## config.mk

```make
export PLATFORM = sky130hd
export DESIGN_NAME = uart_tx_ctrl
export DESIGN_NICKNAME = d
export VERILOG_FILES = /design/src/rtl/uart_tx_ctrl_pkg.sv /design/src/rtl/uart_tx_ctrl_parity_calc.sv /design/src/rtl/uart_tx_ctrl.sv
export SDC_FILE = /design/constraint.sdc
export NUM_CORES = 1
export LEC_CHECK = 0
export ABC_AREA = 1
export CELL_PAD_IN_SITES_DETAIL_PLACEMENT = 2
export CELL_PAD_IN_SITES_GLOBAL_PLACEMENT = 2
export CORE_AREA = 2 2 64 66
export DETAILED_ROUTE_END_ITERATION = 7
export DIE_AREA = 0 0 66 68
export HOLD_SLACK_MARGIN = 0.02
export PLACE_DENSITY = 0.91
export SLEW_MARGIN = 10
export SYNTH_ARGS = -nofsm -noshare
export SYNTH_HDL_FRONTEND = slang
export SYNTH_SLANG_ARGS = --single-unit
```

## constraint.sdc

```tcl
create_clock -name clk -period 3.8 [get_ports clk]
set_input_delay 0.95 -clock clk [delete_from_list [all_inputs] [get_ports clk]]
set_output_delay 0.95 -clock clk [all_outputs]
set_load 0.02 [all_outputs]
```

## src/rtl/uart_tx_ctrl_pkg.sv

```systemverilog
// Shared encodings for the UART transmit frame sequencer.
package uart_tx_ctrl_pkg;

   // Frame sequencer states, binary encoded.
   typedef enum logic [2:0] {
      IDLE   = 3'd0,
      START  = 3'd1,
      DATA   = 3'd2,
      PARITY = 3'd3,
      STOP   = 3'd4
   } state_t;

   // Parity type selector values.
   localparam logic EVEN = 1'b0;
   localparam logic ODD  = 1'b1;

   // Line levels for the framing bits.
   localparam logic IDLE_BIT  = 1'b1;
   localparam logic START_BIT = 1'b0;
   localparam logic STOP_BIT  = 1'b1;

endpackage

```

## src/rtl/uart_tx_ctrl_parity_calc.sv

```systemverilog
// Parity of the accepted byte, captured on accept and held for the whole frame.
module uart_tx_ctrl_parity_calc
   import uart_tx_ctrl_pkg::*;
#(
   parameter int DATA_WIDTH = 8
) (
   input  logic                  clk,
   input  logic                  rst,
   input  logic                  load,
   input  logic [DATA_WIDTH-1:0] data,
   input  logic                  par_typ,
   output logic                  par_bit
);

   logic par_d;
   logic par_q;

   // Compute the new parity only on accept; otherwise hold the frame's value.
   always_comb begin
      par_d = par_q;
      if (load) begin
         par_d = (^data) ^ (par_typ == ODD);
      end
   end

   // Parity register, cleared by the line reset.
   always_ff @(posedge clk or negedge rst) begin
      if (!rst) begin
         par_q <= 1'b0;
      end else begin
         par_q <= par_d;
      end
   end

   assign par_bit = par_q;

endmodule

```

## src/rtl/uart_tx_ctrl.sv

```systemverilog
// UART transmit frame sequencer: start, data (via serializer), optional parity, stop.
module uart_tx_ctrl
   import uart_tx_ctrl_pkg::*;
#(
   parameter int DATA_WIDTH   = 8,
   parameter int DONE_TIMEOUT = 2
) (
   input  logic                  clk,
   input  logic                  rst,
   input  logic [DATA_WIDTH-1:0] P_DATA,
   input  logic                  Data_Valid,
   input  logic                  PAR_EN,
   input  logic                  PAR_TYP,
   input  logic                  ser_data,
   input  logic                  ser_done,
   output logic                  ser_en,
   output logic [DATA_WIDTH-1:0] ser_p_data,
   output logic                  TX_OUT,
   output logic                  busy,
   output logic                  frame_err
);

   // DATA-state cycle counter: counts 0 .. DATA_WIDTH+DONE_TIMEOUT-1.
   localparam int CNT_W = $clog2(DATA_WIDTH + DONE_TIMEOUT);
   localparam logic [CNT_W-1:0] CNT_LAST = CNT_W'(DATA_WIDTH + DONE_TIMEOUT - 1);

   state_t                state_d, state_q;
   logic [DATA_WIDTH-1:0] data_d, data_q;
   logic                  par_en_d, par_en_q;
   logic [CNT_W-1:0]      cnt_d, cnt_q;
   logic                  frame_err_d, frame_err_q;
   logic                  accept;
   logic                  par_bit;

   // A request is taken only when the line is idle or on the final stop cycle.
   assign accept = Data_Valid && ((state_q == IDLE) || (state_q == STOP));

   // Next-state, byte/config capture and DATA timeout supervision.
   always_comb begin
      state_d     = state_q;
      data_d      = data_q;
      par_en_d    = par_en_q;
      cnt_d       = cnt_q;
      frame_err_d = 1'b0;
      if (accept) begin
         data_d   = P_DATA;
         par_en_d = PAR_EN;
      end
      case (state_q)
         IDLE: begin
            if (accept) state_d = START;
         end
         START: begin
            state_d = DATA;
            cnt_d   = '0;
         end
         DATA: begin
            if (ser_done) begin
               state_d = par_en_q ? PARITY : STOP;
            end else if (cnt_q == CNT_LAST) begin
               state_d     = STOP;
               frame_err_d = 1'b1;
            end else begin
               cnt_d = cnt_q + CNT_W'(1);
            end
         end
         PARITY: begin
            state_d = STOP;
         end
         STOP: begin
            state_d = accept ? START : IDLE;
         end
         default: begin
            state_d = IDLE;
         end
      endcase
   end

   // Sequencer registers; a mid-frame reset aborts the frame at once.
   always_ff @(posedge clk or negedge rst) begin
      if (!rst) begin
         state_q     <= IDLE;
         data_q      <= '0;
         par_en_q    <= 1'b0;
         cnt_q       <= '0;
         frame_err_q <= 1'b0;
      end else begin
         state_q     <= state_d;
         data_q      <= data_d;
         par_en_q    <= par_en_d;
         cnt_q       <= cnt_d;
         frame_err_q <= frame_err_d;
      end
   end

   uart_tx_ctrl_parity_calc #(
      .DATA_WIDTH (DATA_WIDTH)
   ) u_parity_calc (
      .clk     (clk),
      .rst     (rst),
      .load    (accept),
      .data    (P_DATA),
      .par_typ (PAR_TYP),
      .par_bit (par_bit)
   );

   // Line, busy and serializer-enable decode from the current state.
   always_comb begin
      TX_OUT = IDLE_BIT;
      busy   = 1'b0;
      ser_en = 1'b0;
      case (state_q)
         START: begin
            TX_OUT = START_BIT;
            busy   = 1'b1;
            ser_en = 1'b1;
         end
         DATA: begin
            TX_OUT = ser_data;
            busy   = 1'b1;
            ser_en = 1'b1;
         end
         PARITY: begin
            TX_OUT = par_bit;
            busy   = 1'b1;
         end
         STOP: begin
            TX_OUT = STOP_BIT;
            busy   = 1'b1;
         end
         default: begin
            TX_OUT = IDLE_BIT;
         end
      endcase
   end

   // Serializer sees the live input while it may load, else the frame's byte.
   assign ser_p_data = ((state_q == IDLE) || (state_q == STOP)) ? P_DATA : data_q;
   assign frame_err  = frame_err_q;

endmodule

```

Word level (Yosys, flattened, before mapping)
Cells that the tools add are included.

Bits in registers: 18. Output and inout bits: 12.

Add/subtract/negate cells: 1. Equality and inequality tests: 9. Multiplexer cells: 16. Bitwise gates (word level): 1. Reductions and logical operators: 9.

Operator list (number): $pmux 3 s5 (1); $mux 3 (4); $mux 4 (2); $mux 8 (1); $pmux 4 s2 (1); $reduce_xor 8->1 (1); $eq 3x2->1 const B (2); $mux 1 (6); $ne 2x2->1 const B (3); $add 4x1->4 const B (1); $eq 4x4->1 const B (1); $reduce_or 4->1 (1); $eq 3x1->1 const B (1); $eq 3x3->1 const B (1); $logic_not 3->1 (1); $ne 3x3->1 const B (1); $pmux 1 s3 (1); $reduce_and 3->1 (1); $reduce_and 2->1 (1); $reduce_bool 2->1 (1); $reduce_or 2->1 (1); $logic_and 1x1->1 (1); $logic_or 1x1->1 (1); $xor 1x1->1 (1).

Longest topological paths before layout
Word-level depth: 5. Gate-level depth with buffers: 10. Mapped depth without buffers: 10.

Cells and area by module
A second synthesis with hierarchy kept.

Cells, all modules: 159. Area, all modules: 1141.1 µm².

By module, submodules not included: uart_tx_ctrl (times used 1, cells an instance 118, area each 945.9 µm²); uart_tx_ctrl_parity_calc (times used 1, cells an instance 41, area each 195.2 µm²).

Least setup slack after synthesis
OpenSTA, ideal clock, no wires.

Path type: input -> output. Start point: input P_DATA[1]. End point: output ser_p_data[1]. Arrival time: 1.490 ns. Required time: 2.850 ns. Slack: 1.360 ns. Cell stages on the path: 2. Cell sequence: inv_1 -> o21ai_0.

Longest elaborated chain between the ends: 1.

Ends and longest elaborated chain: from (decl) (line uart_tx_ctrl.sv:10) `input logic [DATA_WIDTH-1:0] P_DATA,`; $mux 8 (line uart_tx_ctrl.sv:138) `assign ser_p_data = ((state_q == IDLE) || (state_q == STOP)) ? P_DATA : data_q;`; to (decl) (line uart_tx_ctrl.sv:17) `output logic [DATA_WIDTH-1:0] ser_p_data,`.

Every way passes these cells.

Worst setup path after layout
Same ends and word-level chain as after synthesis.

==> impl_metrics.toml <==
[routing]
drt_iter0_markers = 24
wirelength_um = 2990
vias = 1023
drc = 0
avgViaCountPerCell = 4.758
post_drt_wl_per_cell_um = 13.91
first_pass_iters = 4
drtAntennaViolNets = 0

[worst_hold_path]
min_to = "data_q[5]"
hp-class = "register to register"
hold_start = "data_q[5]"
worstHoldPathCells = 2

[cells_and_area]
n_antenna_cell = 0
nets = 184
n_fill_cell = 475
drive_gt1_share_pct = 7.273
area_delta_synth_final_pct = 34.02

[synthesis]
ys_ff_latch = 18
synthCells = 139
synth-async-reset-ratio_pct = 100.0
yosysUniqueCellTypes = 20
syn-num-nets = 156
ys_seq_area_share_pct = 43.90
synthTopCellsByArea = "dfrtp_1 44%, nand2_1 17%, o21ai_0 8.3%"
yosysTopAreaCellShare_pct = 43.90
synth_area_per_cell_um2 = 7.381
yosys-top-cells-count = "47 x nand2_1, 18 x dfrtp_1, 17 x inv_1, 17 x o21ai_0, 11 x nand3_1"
yosysTopAreaCell = "dfrtp_1"
synth_area_um2 = 1026
yosysMostFrequentCell = "nand2_1"
synthFlopType = "dfrtp_1"
ys_warn_count = 0
synth_edf_count = 0

[placement]
io_buffers = 26
place_hpwl_um = 2404
gp_routability_congestion = 0.7363
pre_cts_slack_ns = 0.4949

[sta]
finalHoldViolCount = 0
drv_slew = 0
maxSlewHeadroom_pct = 44.41
whs_ns = 0.4990
setup_viol = 0
min_period_over_period_pct = 86.79
worst_pin_slew_ns = 0.8312
fmax_mhz = 303.2
setup_tns_ns = 0
worst_clock_skew_ns = 0.003303
fin_crit_ns = 3.298
postLayoutSetupSlackWorst_ns = 0.5022
rsz0062_at_grt = "no"

[clocking]
cts.clk_slew.worst_paths_ns = 0.07
ctsResizeCount = 0
postCtsSetupBuffers = 0
cts_buffer_depth = 2
insertion_delay_ns = 0.25
h-tree-depth = 1
cts_root_buf = "clkbuf_8"
ctsHoldBuffers = 0
cts_buffers = 3
cts_tree = "done"
cts_sinks = 18

[floorplanning]
die_area_um2 = 4488
die_h_um = 68
initial_core_util_pct = 26.61
boundaryPins = 27
rows = 23
fp.dieW_um = 66
core_um2 = 3856

[grt]
globalRouteOverflowTotal = 0
gr-usage-all-layers_pct = 14.54
antenna_found_initial = 0
grt_pass1_vias = 1117
grt_max_degree = 21
grt_pass1_wl_um = 4954

[worst_setup_path]
reg2reg_from = "state_q[0]"
rrSetupSlack_ns = 2.34
crit_fanout = 4
worstSetupPathType = "input port to output pin"
startpoint_type = "input port"
endpoint_kind = "output pin"
reg2reg_depth = 5
rr_endpoint = "u_parity_calc.par_bit"
cp.arrival_ns = 2.35
required_ns = 2.85

[power]
p_comb_share_pct = 55.1
power_switching_share_pct = 44.73
seqPwrFrac_pct = 31.6
internal_power_uw = 566.5
power.static_leakage_nw = 0.6801
p_clk_share_pct = 13.3
power_mw = 1.025
power.switching_uw = 458.5
power.density_nw_per_um2 = 745.4
irDropWorstVdd_mv = 0.2859

[flow_run]
maxCapViolCount = 0

[run_status]
status = "complete, no violations"
-- power groups by stage --
| stage | sequential [mW] | clock (mW) | combinational [mW] |
|---|---|---|---|
| after floorplan | 0.307 | 0 | 0.344 |
| after global placement | 0.317 | 0 | 0.543 |
| after detailed placement | 0.326 | 0 | 0.575 |
| after CTS | 0.324 | 0.141 | 0.579 |
| after global routing | 0.334 | 0.151 | 0.623 |
| final | 0.324 | 0.136 | 0.565 |
-- stage by stage --
step,cell area [µm²],std cells,util (%)
2_1_floorplan,1026,139,-
3_3_place_gp,1334,212,34.59
3_5_place_dp,1334,212,34.59
4_1_cts,1375,215,35.66
5_1_grt,1375,215,35.66
6_report,1375,215,35.66
-- sequential cells by signal (all words and copies together) (netlist names) --
name / cells
cnt_q: 4
data_q: 8
frame_err: 1
par_en_q: 1
state_q: 3
u_parity_calc.par_bit: 1
-- logic make-up after synthesis --
group	synth area share (%)
and+or+nand+nor	31.10
AOI/OAI and AO/OA	12.93
buffers and inverters	8.780
DFF	43.90
adders and majority gates	2.439
xor gates and xnor gates	0.8538
-- layout by cell type (no fill, tap or decap), drive strengths merged --
cell and instances:
inv 20, nor3 2, clkbuf 3, o211ai 1, nor2 7, o311a 1, clkdlybuf4s50 26, a31oi 1
ha 2, xor2 1, a21oi 2, dfrtp 18, nand2 50, nand3b 1, nand3 11, o21ai 17
o22ai 2
-- critical path, stage by stage --
cell and delay (ns):
clkdlybuf4s50_1 0.51, inv_1 0.09, o21ai_0 0.17, clkdlybuf4s50_1 0.63
-- worst max path at each step --
stage / startpoint / endpoint / slack (ns)
4_1_cts: P_DATA[1] / ser_p_data[1] / 0.49
6_report: P_DATA[1] / ser_p_data[1] / 0.50
3_5_place_dp: P_DATA[1] / ser_p_data[1] / 0.49
3_3_place_gp: P_DATA[1] / ser_p_data[1] / 0.55
2_1_floorplan: P_DATA[1] / ser_p_data[1] / 1.36
5_1_grt: P_DATA[1] / ser_p_data[1] / 0.41
-- metal layers --
layer | track usage (%) | share of wire, % | vias to the layer above
met4 | 4.592 | 0.33 | 0
met5 | 0 | 0 | -
li1 | - | - | 494
met2 | 28.91 | 53 | 25
met1 | 15.67 | 43 | 502
met3 | 2.303 | 4.2 | 2
-- final cells by class --
cell class              instances  area (µm²)  share of cell area [%]
multi-input cells              98       485.5                   35.30
flip-flops and latches         18       450.4                   32.76
repair buffers                 26       260.3                   18.93
inverters                      20       75.07                   5.460
well taps                      50       62.56                   4.550
clock buffers                   3       41.29                   3.003
No activity file was read; power rests on OpenSTA's default activity.
